===== src/rtl/cyclic74_serial_decoder.sv =====
// Serial (7,4) cyclic-code decoder for g(x) = x^3 + x + 1.
// Accepts one codeword bit per clock (c6 first) and computes the syndrome on the fly.
// Corrects any single-bit error and replays the 4 data bits serially,
// together with a valid strobe, the frame's syndrome and a saturating error count.
module cyclic74_serial_decoder #(
  parameter logic [2:0]  PHASE_INIT = 3'd0,
  parameter int unsigned CNT_W      = 8
) (
  input  logic             clk,
  input  logic             rst_n,
  input  logic             data_in,
  output logic             data_out,
  output logic             out_valid,
  output logic             err_flag,
  output logic [2:0]       syndrome,
  output logic [CNT_W-1:0] err_cnt
);

  logic [2:0] phase;
  logic [2:0] lfsr;
  logic [2:0] s_base;
  logic [2:0] s_next;
  // Holds c6..c1 by the phase-6 edge; c0 is data_in at that edge.
  logic [5:0] rx;
  logic [6:0] word;
  logic [3:0] flip_mask;
  logic [3:0] fixed_d;
  logic [2:0] out_buf;

  // Syndrome step, full received word, and data-bit correction.
  always_comb begin
    s_base    = (phase == 3'd0) ? '0 : lfsr;
    s_next    = {s_base[1], s_base[0] ^ s_base[2], data_in ^ s_base[2]};
    word      = {rx, data_in};
    flip_mask = '0;
    // Only c6..c3 reach the output, so syndromes that point at a parity bit
    // (001, 010, 100) need no flip here.
    case (s_next)
      3'b011:  flip_mask = 4'b0001;
      3'b110:  flip_mask = 4'b0010;
      3'b111:  flip_mask = 4'b0100;
      3'b101:  flip_mask = 4'b1000;
      default: flip_mask = '0;
    endcase
    fixed_d = word[6:3] ^ flip_mask;
  end

  // Free-running frame phase, syndrome LFSR and receive shift register.
  always_ff @(posedge clk or negedge rst_n) begin
    if (!rst_n) begin
      phase <= PHASE_INIT;
      lfsr  <= '0;
      rx    <= '0;
    end else begin
      phase <= (phase == 3'd6) ? 3'd0 : phase + 3'd1;
      lfsr  <= s_next;
      rx    <= {rx[4:0], data_in};
    end
  end

  // Output sequencing: load at phase 6, shift out at phases 0..2, idle from phase 3.
  always_ff @(posedge clk or negedge rst_n) begin
    if (!rst_n) begin
      out_buf   <= '0;
      data_out  <= 1'b0;
      out_valid <= 1'b0;
      err_flag  <= 1'b0;
      syndrome  <= '0;
      err_cnt   <= '0;
    end else if (phase == 3'd6) begin
      out_buf   <= fixed_d[2:0];
      data_out  <= fixed_d[3];
      out_valid <= 1'b1;
      err_flag  <= |s_next;
      syndrome  <= s_next;
      if ((|s_next) && (err_cnt != '1))
        err_cnt <= err_cnt + CNT_W'(1);
    end else if (phase <= 3'd2) begin
      data_out <= out_buf[2];
      out_buf  <= {out_buf[1:0], 1'b0};
    end else if (phase == 3'd3) begin
      data_out  <= 1'b0;
      out_valid <= 1'b0;
    end
  end

endmodule

===== config.mk =====
export PLATFORM = sky130hd
export DESIGN_NAME = cyclic74_serial_decoder
export DESIGN_NICKNAME = d
export VERILOG_FILES = /design/src/rtl/cyclic74_serial_decoder.sv
export SDC_FILE = /design/constraint.sdc
export NUM_CORES = 1
export LEC_CHECK = 0
export ABC_CLOCK_PERIOD_IN_PS = 2000
export CAP_MARGIN = 20
export CORE_UTILIZATION = 50
export DETAILED_ROUTE_END_ITERATION = 12
export PLACE_DENSITY = 0.73
export REMOVE_ABC_BUFFERS = 1
export SETUP_SLACK_MARGIN = 0.2
export SLEW_MARGIN = 10
export SYNTH_ARGS = -nofsm -noshare
export SYNTH_HDL_FRONTEND = slang
export SYNTH_SLANG_ARGS = --single-unit

===== constraint.sdc =====
create_clock -name clk -period 2 [get_ports clk]
set_input_delay 0.4 -clock clk [delete_from_list [all_inputs] [get_ports clk]]
set_output_delay 0.4 -clock clk [all_outputs]
set_load 0.005 [all_outputs]

## Word-level counts from Yosys, hierarchy flattened

Index checks and enable logic that the tools add are counted.

- Register bits after elaboration: 29
- Input bits: 3
- Output and inout bits: 14
- Logic and storage cells: 41

- Add/subtract/negate cells: 2
- Order comparisons: 1
- Equality and inequality tests: 8
- Multiplexer cells: 10
- Bitwise logic cells: 3
- Reductions and logical operators: 8

Operators with widths:

| cell | number |
|---|---|
| one-hot mux 4 bit (4 select lines) | 1 |
| equality test 3 bit, second input constant | 4 |
| 2-to-1 mux 3 bit | 4 |
| adder 8 x 1 -> 8 bit, second input constant | 1 |
| inequality test 8 bit, second input constant | 1 |
| equality test 3 x 2 -> 1 bit, second input constant | 2 |
| 2-to-1 mux 1 bit | 5 |
| AND reduction 2 bit | 2 |
| nonzero test 2 bit | 2 |
| XOR 4 bit | 1 |
| adder 3 x 1 -> 3 bit, second input constant | 1 |
| less-or-equal comparator 3 x 2 -> 1 bit, second input constant | 1 |
| zero test 3 bit | 1 |
| nonzero test 3 bit | 1 |
| OR reduction 3 bit | 1 |
| inequality test 2 bit, second input constant | 1 |
| XOR 1 bit | 2 |
| logical AND 1 bit | 1 |

## Depth between registers and ports, before layout

Gate-level depths: netlist (run 1).

- Depth in word-level cells: 7
- Depth in mapped cells: 8
- Depth with buffers taken out: 7

## Worst setup path after synthesis (run 1)

Ideal clock, no wire load.

- Path kind: register to register
- Start: register phase[1]
- End: register err_cnt[1]
- Library setup time: 0.128 ns
- Arrival: 1.565 ns
- Data required time: 1.872 ns
- Setup slack: 0.308 ns
- Cell stages (with the launch flop): 7
- Path buffers: 2
- Period minus slack after synthesis: 1.692 ns
- Cells stage by stage: dfrtp_1 -> buf_6 -> inv_4 -> or3_4 -> buf_6 -> nor3_2 -> mux2_1

- Longest elaborated chain between the ends: 6
- Elaborated cells between the ends (all ways): 8
- Those cells by class: eq/ne (1); mux (1); bitwise (2); reduce/logical (4)

Ends and longest elaborated chain:

| item | RTL line | text |
|---|---|---|
| start: declaration | 19 | `logic [2:0] phase;` |
| start signal: assignment | 55 | `phase <= (phase == 3'd6) ? 3'd0 : phase + 3'd1;` |
| zero test 3 bit | 32 | `s_base = (phase == 3'd0) ? '0 : lfsr;` |
| 2-to-1 mux 3 bit | 32 |  |
| XOR 1 bit | 33 | `s_next = {s_base[1], s_base[0] ^ s_base[2], data_in ^ s_base[2]};` |
| OR reduction 3 bit | 76 | `if ((\|s_next) && (err_cnt != '1))` |
| logical AND 1 bit | 76 |  |
| AND reduction 2 bit (no line) (*) | -- |  |
| end signal: assignment | 77 | `err_cnt <= err_cnt + CNT_W'(1);` |
| end: declaration | 16 | `output logic [CNT_W-1:0] err_cnt` |

Mark *: on every way between the ends. The rest lies on a longest branch, timed or not.
A chain may end at the register's enable or synchronous reset.

## Worst setup path in the final report (run 1)

Same ends and word-level chain as after synthesis.

==> results of run 1 <==
repair_timing:
item                       4_1_cts  5_1_grt
setup endpoints to repair        0        1
hold endpoints to repair         0        0
gates resized for setup          0        4
hold buffers                     0        0
cells by family (layout without fill, tap and decap cells):
| kind of cell | Yosys count | after routing |
|---|---|---|
| muxes | 5 | 5 |
| and+or+nand+nor | 36 | 36 |
| DFF | 29 | 29 |
| xor gates and xnor gates | 14 | 14 |
| AOI/OAI and AO/OA | 22 | 22 |
| buffers and inverters | 10 | 34 |
| adders and majority gates | 2 | 2 |
cells in the final DEF (no fill, tap or decap), drive strengths merged, types with 3 or more instances in the layout:
cell and count:
dfrtp 29, clkdlybuf4s50 16, xor2 9, o21ai 7, nand2 7, clkbuf 6, buf 6, xnor2 5
nor4 5, nor3 5, mux2 5, a21oi 5, nor2 4, inv 4, nand4 3, or3 3
final cells by class:
cell class              count  share of cell area [%]
multi-input cells          79                   35.55
clock buffers               6                   2.556
well taps                  30                   2.324
flip-flops and latches     29                   44.93
clock inverters             2                  0.6197
repair buffers             22                   12.94
inverters                   4                   1.084
metrics by stage:
step / util (%) / instance area [sq um]
final: 64.04 / 1615
after global routing: 64.04 / 1615
after CTS: 63.49 / 1602
after detailed placement: 61.46 / 1550
after global placement: 61.46 / 1550
after floorplan: - / 1308
critical path: cells and delay by family (launching register included):
family | cells | cell delay [ps]
DFF | 1 | 410
and+or+nand+nor | 2 | 790
buffers and inverters | 1 | 60
muxes | 1 | 350
flip-flops by register name, summed over array words and instances (netlist names):
name,count
data_out,1
err_cnt,8
err_flag,1
lfsr,3
out_buf,3
out_valid,1
phase,3
rx,6
syndrome,3
where the power goes:
| part | switching, mW | internal, mW | leakage (nW) |
|---|---|---|---|
| combinational | 0.170 | 0.285 | 0.308 |
| sequential | 0.143 | 0.712 | 0.340 |
| clock | 0.203 | 0.134 | 0.0320 |
| total | 0.516 | 1.13 | 0.680 |
final timing paths:
path | slack (ps) | cells past startpoint | startpoint | end
max | 260 | 4 | phase[1] | err_cnt[1]
max in group asynchronous | 1290 | 2 | rst_n | syndrome[1]
max reg2reg | 260 | 4 | phase[1] | err_cnt[1]
min reg2reg | 360 | 0 | rx[1] | rx[2]
min in group asynchronous | 440 | 2 | rst_n | out_valid
min | 360 | 0 | rx[1] | rx[2]
cells in the mapped netlist (all sizes together), types with 3 or more instances:
| master | count |
|---|---|
| nand2 | 7 |
| dfrtp | 29 |
| o21ai | 7 |
| xnor2 | 5 |
| nor3 | 5 |
| a21oi | 5 |
| nor4 | 5 |
| nand4 | 3 |
| or3 | 3 |
| inv | 4 |
| mux2 | 5 |
| nor2 | 4 |
| buf | 4 |
| xor2 | 9 |
metal layers:
layer / vias to the layer above / share of wire [%] / global-route usage, %
met5: - / 0 / 0
met4: 0 / 1.1 / 8.333
met3: 4 / 4.8 / 10.17
met2: 23 / 48 / 30.25
met1: 461 / 46 / 25.05
li1: 475 / - / -
==> results.toml, run 1 <==
[sta]
worst_pin_slew_ps = 385.7
setup_violations_final = 0
finalCritPeriodShare_pct = 87.20
timing.clock.skew_ps = 13.50
timing_max_transition_violations_final = 0
final_layout_worst_hold_slack_ps = 360.7
rsz0062_at_grt = "yes"
clock.fmax_mhz = 573.4
final_tns_setup_ps = 0
setup_slack_ps = 256.0
slew_headroom_pct = 74.11
timing_hold_violations_final = 0
layout_min_cycle_time_ps = 1744

[worst_setup_path]
critical_path_arrival_ps = 1950
cpMaxStageDelayCell = "sky130_fd_sc_hd__or3_4"
worstSetupEndpointType = "flop"
worst_ep_required_time_ps = 2210
timing.critical_path.fanout_max = 18
critical_path_cell_sequence = "inv_4, or3_4, nor3_2, mux2_1"
crit_path_max_incr_delay_ps = 490
crit_type = "flop to flop"
element_type_at_the_critical_path_start = "flop"

[yosys]
synth_async_sr_flop_share_pct = 100.0
arithmetic_cell_share_of_the_synthesized_area_counting_full_adders_half_adders_and_majority_gates_pct = 1.857
synthFlopType = "sky130_fd_sc_hd__dfrtp_1"
portion_of_synthesized_cell_area_occupied_by_the_leading_cell_type_pct = 53.85
synth.top_cells.by_area = "sky130_fd_sc_hd__dfrtp_1, sky130_fd_sc_hd__xor2_1, sky130_fd_sc_hd__mux2_2, sky130_fd_sc_hd__xnor2_1, sky130_fd_sc_hd__o21ai_0"
simple_gate_share_of_the_synthesized_area_pct = 14.86
synthesis_warning_total = 0
synth_top_family_by_area = "simple AND/OR/NAND/NOR gates"
ys_seq_elements = 29
yosysTopAreaCell = "sky130_fd_sc_hd__dfrtp_1"
synthXorXnorAreaFrac_pct = 9.099
synth.yosys.seq_area_share_pct = 53.85
compound_cell_area_share_of_the_yosys_netlist_pct = 11.88
post_synth_mux_area_share_pct = 4.178
syn_inst_count = 118
post_synth_num_cell_types = 39
synth_enable_flop_cells = 0
avgSynthCellArea_sq_um = 11.42
synthesis.area_sq_um = 1348

[routing]
ant_nets = 0
detail_route.wirelength_mm = 2.449
drt-pass1-iter-count = 4
post_drt_wl_per_cell_um = 14.24
route.detailed.drc = 0
initial_detailed_routing_violation_count = 19
routed_vias_inst = 5.599
via_count = 963

[die]
die-area_sq_um = 2907
dieHeight_um = 53.92
initial_utilization_pct = 53.42
core_area_sq_um = 2522
floorplan.io_pins = 17
core.rowCount = 18
die_width_um = 53.92

[placement]
place.gp.congestion = 0.7553
dpl.cell_count = 164
final_hpwl_from_detailed_placement_mm = 1.712
port_buffers = 16
place_worst_setup_slack_ps = 10.06

[grt]
global_route_wire_length_before_repair_mm = 3.974
grt_antenna_before_repair = 0
grt_start_max_net_pins = 30
all_layer_gr_usage_pct = 20.41
total_congestion_overflow = 0
first_global_vias = 902

[clock_tree]
cts_root_buf = "sky130_fd_sc_hd__clkbuf_4"
clock_tree.buffer_depth = 2
h_tree_level_count = 2
worst_skew_pair.late_latency_ps = 330
clkTransAtPathRegs_ps = 90
cts_made_buffers = 5
cts_post_setup_buffers_inserted = 0
tritoncts = "done"
clock-sinks = 29

[cells_and_area]
layout.nets = 146
antennaDiodeCount = 0
sequential_cell_area_sq_um = 725.7
final_cell_count_no_fill = 172
post_route_cells_drive_above_1_share_pct = 18.31
multi_input_comb_area_sq_um = 574.3
final.fill_count = 215
syn_to_final_growth_pct = 19.87

[status]
outcome = "completed"

[power]
p_per_area_nw_per_um2 = 1020
p_leak_nw = 0.6804
post-layout-total-power_mw = 1.647
vdd.ir_drop.worst_mv = 0.9835

[worst_hold_path]
worst_hold_path_type = "flop to flop"

[run]
drv_cap = 0
Note: power is estimated with default switching activity, not from simulation.
==> run 2: changes to the inputs <==
- CORE_UTILIZATION: 50 -> 53
- PLACE_DENSITY: 0.73 -> 0.77
==> run 2 against run 1 <==
Total power is 11% higher. Maximum frequency rose by 1.1%. Clock skew down 4.2 ps. Sequential cell count stayed put. Largest power group unchanged. Global-route usage up 2.6 points. Hold slack barely moved. Die area fell by 5.5%.
==> results.toml, run 2 (synthesis results as in run 1) <==
[status]
outcome = "completed"

[worst_setup_path]
critical_path_depth = 1
regToRegSetupSlack_ps = 300
timing.critical_path.to = "err_cnt[3]"
crit_path_max_incr_delay_ps = 540
ff2ff_path_depth = 4
worst_r2r_endpoint = "err_cnt[1]"
crit_type = "flop to output pin"
critical_path_arrival_ps = 1330
critical_path.top_delay_family = "buffers and inverters"
worst_ep_required_time_ps = 1600
worstSetupEndpointType = "output pin"
element_type_at_the_critical_path_start = "flop"
critical_path_cell_sequence = "clkdlybuf4s50_1"
r2r_start = "phase[1]"
critical_path_buf_inv_count = 1
cpMaxStageDelayCell = "sky130_fd_sc_hd__clkdlybuf4s50_1"
timing.critical_path.from = "err_cnt[3]"
timing.critical_path.fanout_max = 6

[clock_tree]
cts_root_buf = "sky130_fd_sc_hd__clkbuf_4"
clock-sinks = 29
worst_skew_pair.late_latency_ps = 320
tritoncts = "done"
cts_made_buffers = 5
cts_post_setup_buffers_inserted = 0
h_tree_level_count = 2
clock_tree.buffer_depth = 2
clkTransAtPathRegs_ps = 100

[routing]
detail_route.wirelength_mm = 2.549
via_count = 998
post_drt_wl_per_cell_um = 14.99
ant_nets = 0
routed_vias_inst = 5.871
drt-pass1-iter-count = 4
initial_detailed_routing_violation_count = 17
route.detailed.drc = 0

[grt]
grt_antenna_before_repair = 0
global_route_wire_length_before_repair_mm = 4.388
first_global_vias = 1013
all_layer_gr_usage_pct = 22.99
grt_start_max_net_pins = 30
total_congestion_overflow = 0

[sta]
timing.clock.skew_ps = 9.317
timing_max_transition_violations_final = 0
setup_violations_final = 0
timing_hold_violations_final = 0
setup_slack_ps = 274.5
clock.fmax_mhz = 579.6
slew_headroom_pct = 73.92
finalCritPeriodShare_pct = 86.27
worst_pin_slew_ps = 387.6
rsz0062_at_grt = "yes"
layout_min_cycle_time_ps = 1725

[die]
floorplan.io_pins = 17
core.rowCount = 17
die_width_um = 52.43
die-area_sq_um = 2748
dieHeight_um = 52.43
core_area_sq_um = 2297
initial_utilization_pct = 58.66

[cells_and_area]
layout.cells.most_common = "sky130_fd_sc_hd__dfrtp_1"
post_route_cells_drive_above_1_share_pct = 19.01
largest_register_ff_count = 8
antennaDiodeCount = 0
top_register = "err_cnt"
biggestRegsByFlops = "err_cnt (8), rx (6)"
layout.cell_area.non_filler_sq_um = 1657
layout.nets = 146
syn_to_final_growth_pct = 22.93
final_cell_mix = "sky130_fd_sc_hd__dfrtp_1, sky130_fd_sc_hd__clkdlybuf4s50_1, sky130_fd_sc_hd__xor2_1"
post-route-util_pct = 72.11

[power]
p_per_area_nw_per_um2 = 1102
p_leak_nw = 0.6949
vdd.ir_drop.worst_mv = 0.8167

[placement]
place_worst_setup_slack_ps = -7.767
final_hpwl_from_detailed_placement_mm = 1.764
place.gp.congestion = 0.7993
placedInstanceArea_sq_um = 1548
port_buffers = 16

[run]
drv_cap = 0

[worst_hold_path]
worst_hold_path_type = "flop to flop"
run 2: changes by cell type in the layout (fill, tap and decap cells not counted):
cell	before	now
sky130_fd_sc_hd__a21oi_1	4	3
sky130_fd_sc_hd__a21oi_2	0	1
sky130_fd_sc_hd__bufinv_16	0	1
sky130_fd_sc_hd__clkbuf_8	0	1
sky130_fd_sc_hd__clkinv_2	2	0
sky130_fd_sc_hd__nor3_2	1	0
sky130_fd_sc_hd__nor3_4	0	1
run 2: layout make-up:
class | instances | area (sq um)
Clock inverter | 1 | 30.03
Timing Repair Buffer | 22 | 209.0
Inverter | 4 | 17.52
Clock buffer | 7 | 55.05
Multi-Input combinational cell | 79 | 584.3
Tap cell | 28 | 35.03
Fill cell | 166 | 640.6
Sequential cell | 29 | 725.7
run 2: per-layer routing:
metal	vias up	wire (um)	track usage (%)
li1	472	-	-
met1	501	1144	26.84
met2	21	1286	37.76
met3	4	99	6.667
met4	0	19	12.28
met5	-	0	0
run 2: power breakdown:
group	total [mW]	internal (mW)	leakage, nW	switching [mW]
combinational	0.460	0.288	0.309	0.173
clock	0.497	0.298	0.0455	0.199
sequential	0.869	0.712	0.340	0.157
total	1.83	1.30	0.695	0.528
run 2: worst min path at each step:
stage / slack, ps / cells past startpoint / from / end
global placement: 340 / 0 / rx[1] / rx[2]
finish: 360 / 0 / rx[1] / rx[2]
global route: 370 / 0 / rx[1] / rx[2]
detailed placement: 340 / 0 / rx[1] / rx[2]
floorplan: 100 / 0 / rst_n / data_out
CTS: 360 / 0 / rx[1] / rx[2]
run 2: repair_timing:
action / CTS / global route
hold endpoints to repair: 0 / 0
resized for setup: 0 / 6
endpoints found under the setup margin: 0 / 1
hold buffers: 0 / 0
run 2: through the flow:
step | total power, mW | cells | hold slack [ps] | setup TNS [ps]
global placement | 1.309 | 162 | 336.7 | 0
detailed placement | 1.334 | 162 | 337.3 | -7.767
CTS | 1.837 | 170 | 357.5 | 0
floorplan | 1.052 | 112 | 104.4 | 0
global route | 1.934 | 170 | 367.8 | 0
finish | 1.826 | 170 | 360.5 | 0
==> run 3: changes to the inputs <==
- CELL_PAD_IN_SITES_DETAIL_PLACEMENT: default -> 0
- CELL_PAD_IN_SITES_GLOBAL_PLACEMENT: default -> 1
- CORE_UTILIZATION: 53 -> 43
- PLACE_DENSITY: 0.77 -> default
- PLACE_DENSITY_LB_ADDON: default -> 0.1
==> run 3 against run 2 <==
Die area rose by 22%. Combinational power about the same. Non-clock buffer count rose by 1. First-iteration DRC count rose by 110%. Sequential cell count unchanged. Critical path type is now input pin to flop. Critical endpoint is now err_cnt[6].
==> results.toml, run 3 (synthesis results as in run 1) <==
[worst_setup_path]
worstSetupEndpointType = "flop"
crit_type = "input pin to flop"
timing.critical_path.to = "err_cnt[6]"
timing.critical_path.fanout_max = 7
element_type_at_the_critical_path_start = "input pin"
r2r_start = "phase[2]"
worst_r2r_endpoint = "err_cnt[1]"
worst_ep_required_time_ps = 2180
critical_path_arrival_ps = 1880
timing.critical_path.from = "data_in"
regToRegSetupSlack_ps = 310
ff2ff_path_depth = 4

[die]
core_area_sq_um = 2853
die-area_sq_um = 3362
die_width_um = 57.98
core.rowCount = 19
floorplan.io_pins = 17
initial_utilization_pct = 47.24
dieHeight_um = 57.98

[sta]
final_tns_setup_ps = 0
timing_hold_violations_final = 0
setup_violations_final = 0
timing_max_transition_violations_final = 0
rsz0062_at_grt = "no"
final_layout_worst_hold_slack_ps = 359.4
timing.clock.skew_ps = 12.03
layout_min_cycle_time_ps = 1701
clock.fmax_mhz = 588.0
worst_pin_slew_ps = 367.1
slew_headroom_pct = 75.31
finalCritPeriodShare_pct = 85.04

[clock_tree]
cts_post_setup_buffers_inserted = 0
clock-sinks = 29
clock_tree.buffer_depth = 2
cts_root_buf = "sky130_fd_sc_hd__clkbuf_4"
tritoncts = "done"
h_tree_level_count = 2
cts_made_buffers = 5
worst_skew_pair.late_latency_ps = 310
clkTransAtPathRegs_ps = 80

[cells_and_area]
layout.cell_area.non_filler_sq_um = 1623
biggestRegsByFlops = "err_cnt (8), rx (6)"
final_cell_count_no_fill = 173
layout.nets = 147
post_route_cells_drive_above_1_share_pct = 16.90
antennaDiodeCount = 0
largest_register_ff_count = 8
final_cell_mix = "sky130_fd_sc_hd__dfrtp_1, sky130_fd_sc_hd__clkdlybuf4s50_1, sky130_fd_sc_hd__xor2_1"
layout.cells.most_common = "sky130_fd_sc_hd__dfrtp_1"
syn_to_final_growth_pct = 20.43
final.fill_count = 260
top_register = "err_cnt"

[placement]
place.gp.congestion = 0.7979
final_hpwl_from_detailed_placement_mm = 1.749
placedInstanceArea_sq_um = 1559
port_buffers = 16
dpl.cell_count = 166

[status]
outcome = "completed"

[routing]
initial_detailed_routing_violation_count = 35
route.detailed.drc = 0
routed_vias_inst = 5.514
detail_route.wirelength_mm = 2.415
post_drt_wl_per_cell_um = 13.96
via_count = 954
ant_nets = 0
drt-pass1-iter-count = 4

[grt]
all_layer_gr_usage_pct = 16.96
grt_antenna_before_repair = 0
global_route_wire_length_before_repair_mm = 4.229
first_global_vias = 925
total_congestion_overflow = 0
grt_start_max_net_pins = 30

[worst_hold_path]
worst_hold_path_type = "flop to flop"

[power]
p_leak_nw = 0.6882
vdd.ir_drop.worst_mv = 0.5946
p_per_area_nw_per_um2 = 1029

[run]
drv_cap = 0
## run 3: worst min-delay path by stage
stage | cells after the start | endpoint | slack (ps) | start
2_1_floorplan | 0 | data_out | 100 | rst_n
3_5_place_dp | 0 | rx[2] | 340 | rx[1]
5_1_grt | 0 | rx[1] | 370 | rx[0]
6_report | 0 | rx[1] | 360 | rx[0]
4_1_cts | 0 | rx[1] | 360 | rx[0]
3_3_place_gp | 0 | rx[2] | 340 | rx[1]
## run 3: power breakdown
part / switching (mW) / internal (mW) / leakage, nW
combinational: 0.170 / 0.291 / 0.317
sequential: 0.145 / 0.712 / 0.340
clock: 0.187 / 0.166 / 0.0314
## run 3: cell type report
class | instances | area, sq um | area share, %
flip-flops and latches | 29 | 725.7 | 44.72
well taps | 31 | 38.79 | 2.390
repair buffers | 23 | 212.7 | 13.11
multi-input cells | 79 | 573.1 | 35.31
clock buffers | 7 | 55.05 | 3.392
inverters | 4 | 17.52 | 1.079
## run 3: through the flow
stage          total power [mW]  util [%]  setup WS [ps]
6_report                  1.671     56.89          299.2
5_1_grt                   1.791     56.89          216.8
4_1_cts                   1.698     56.58          260.4
3_5_place_dp              1.338     54.65         -9.457
3_3_place_gp              1.327     54.65          17.29
2_1_floorplan             1.052         -          267.0
## run 3: metal layers
layer  wire length [um]  vias up  global-route usage (%)
met5                  0        -                       0
met4                 19        0                   5.102
met3                 90        2                   6.696
met2               1116       21                   24.30
met1               1188      461                   23.80
li1                   -      470                       -
## run 3: worst max-delay path, stage by stage
cell and delay [ps]:
sky130_fd_sc_hd__clkdlybuf4s50_1 470, sky130_fd_sc_hd__or3_1 420, sky130_fd_sc_hd__a21oi_4 200, sky130_fd_sc_hd__buf_4 170, sky130_fd_sc_hd__nor4_1 70, sky130_fd_sc_hd__xor2_1 150
## run 3: timing repair
item,4_1_cts,5_1_grt
resized for setup,0,2
endpoints found under the setup margin,0,2
hold buffers,0,0
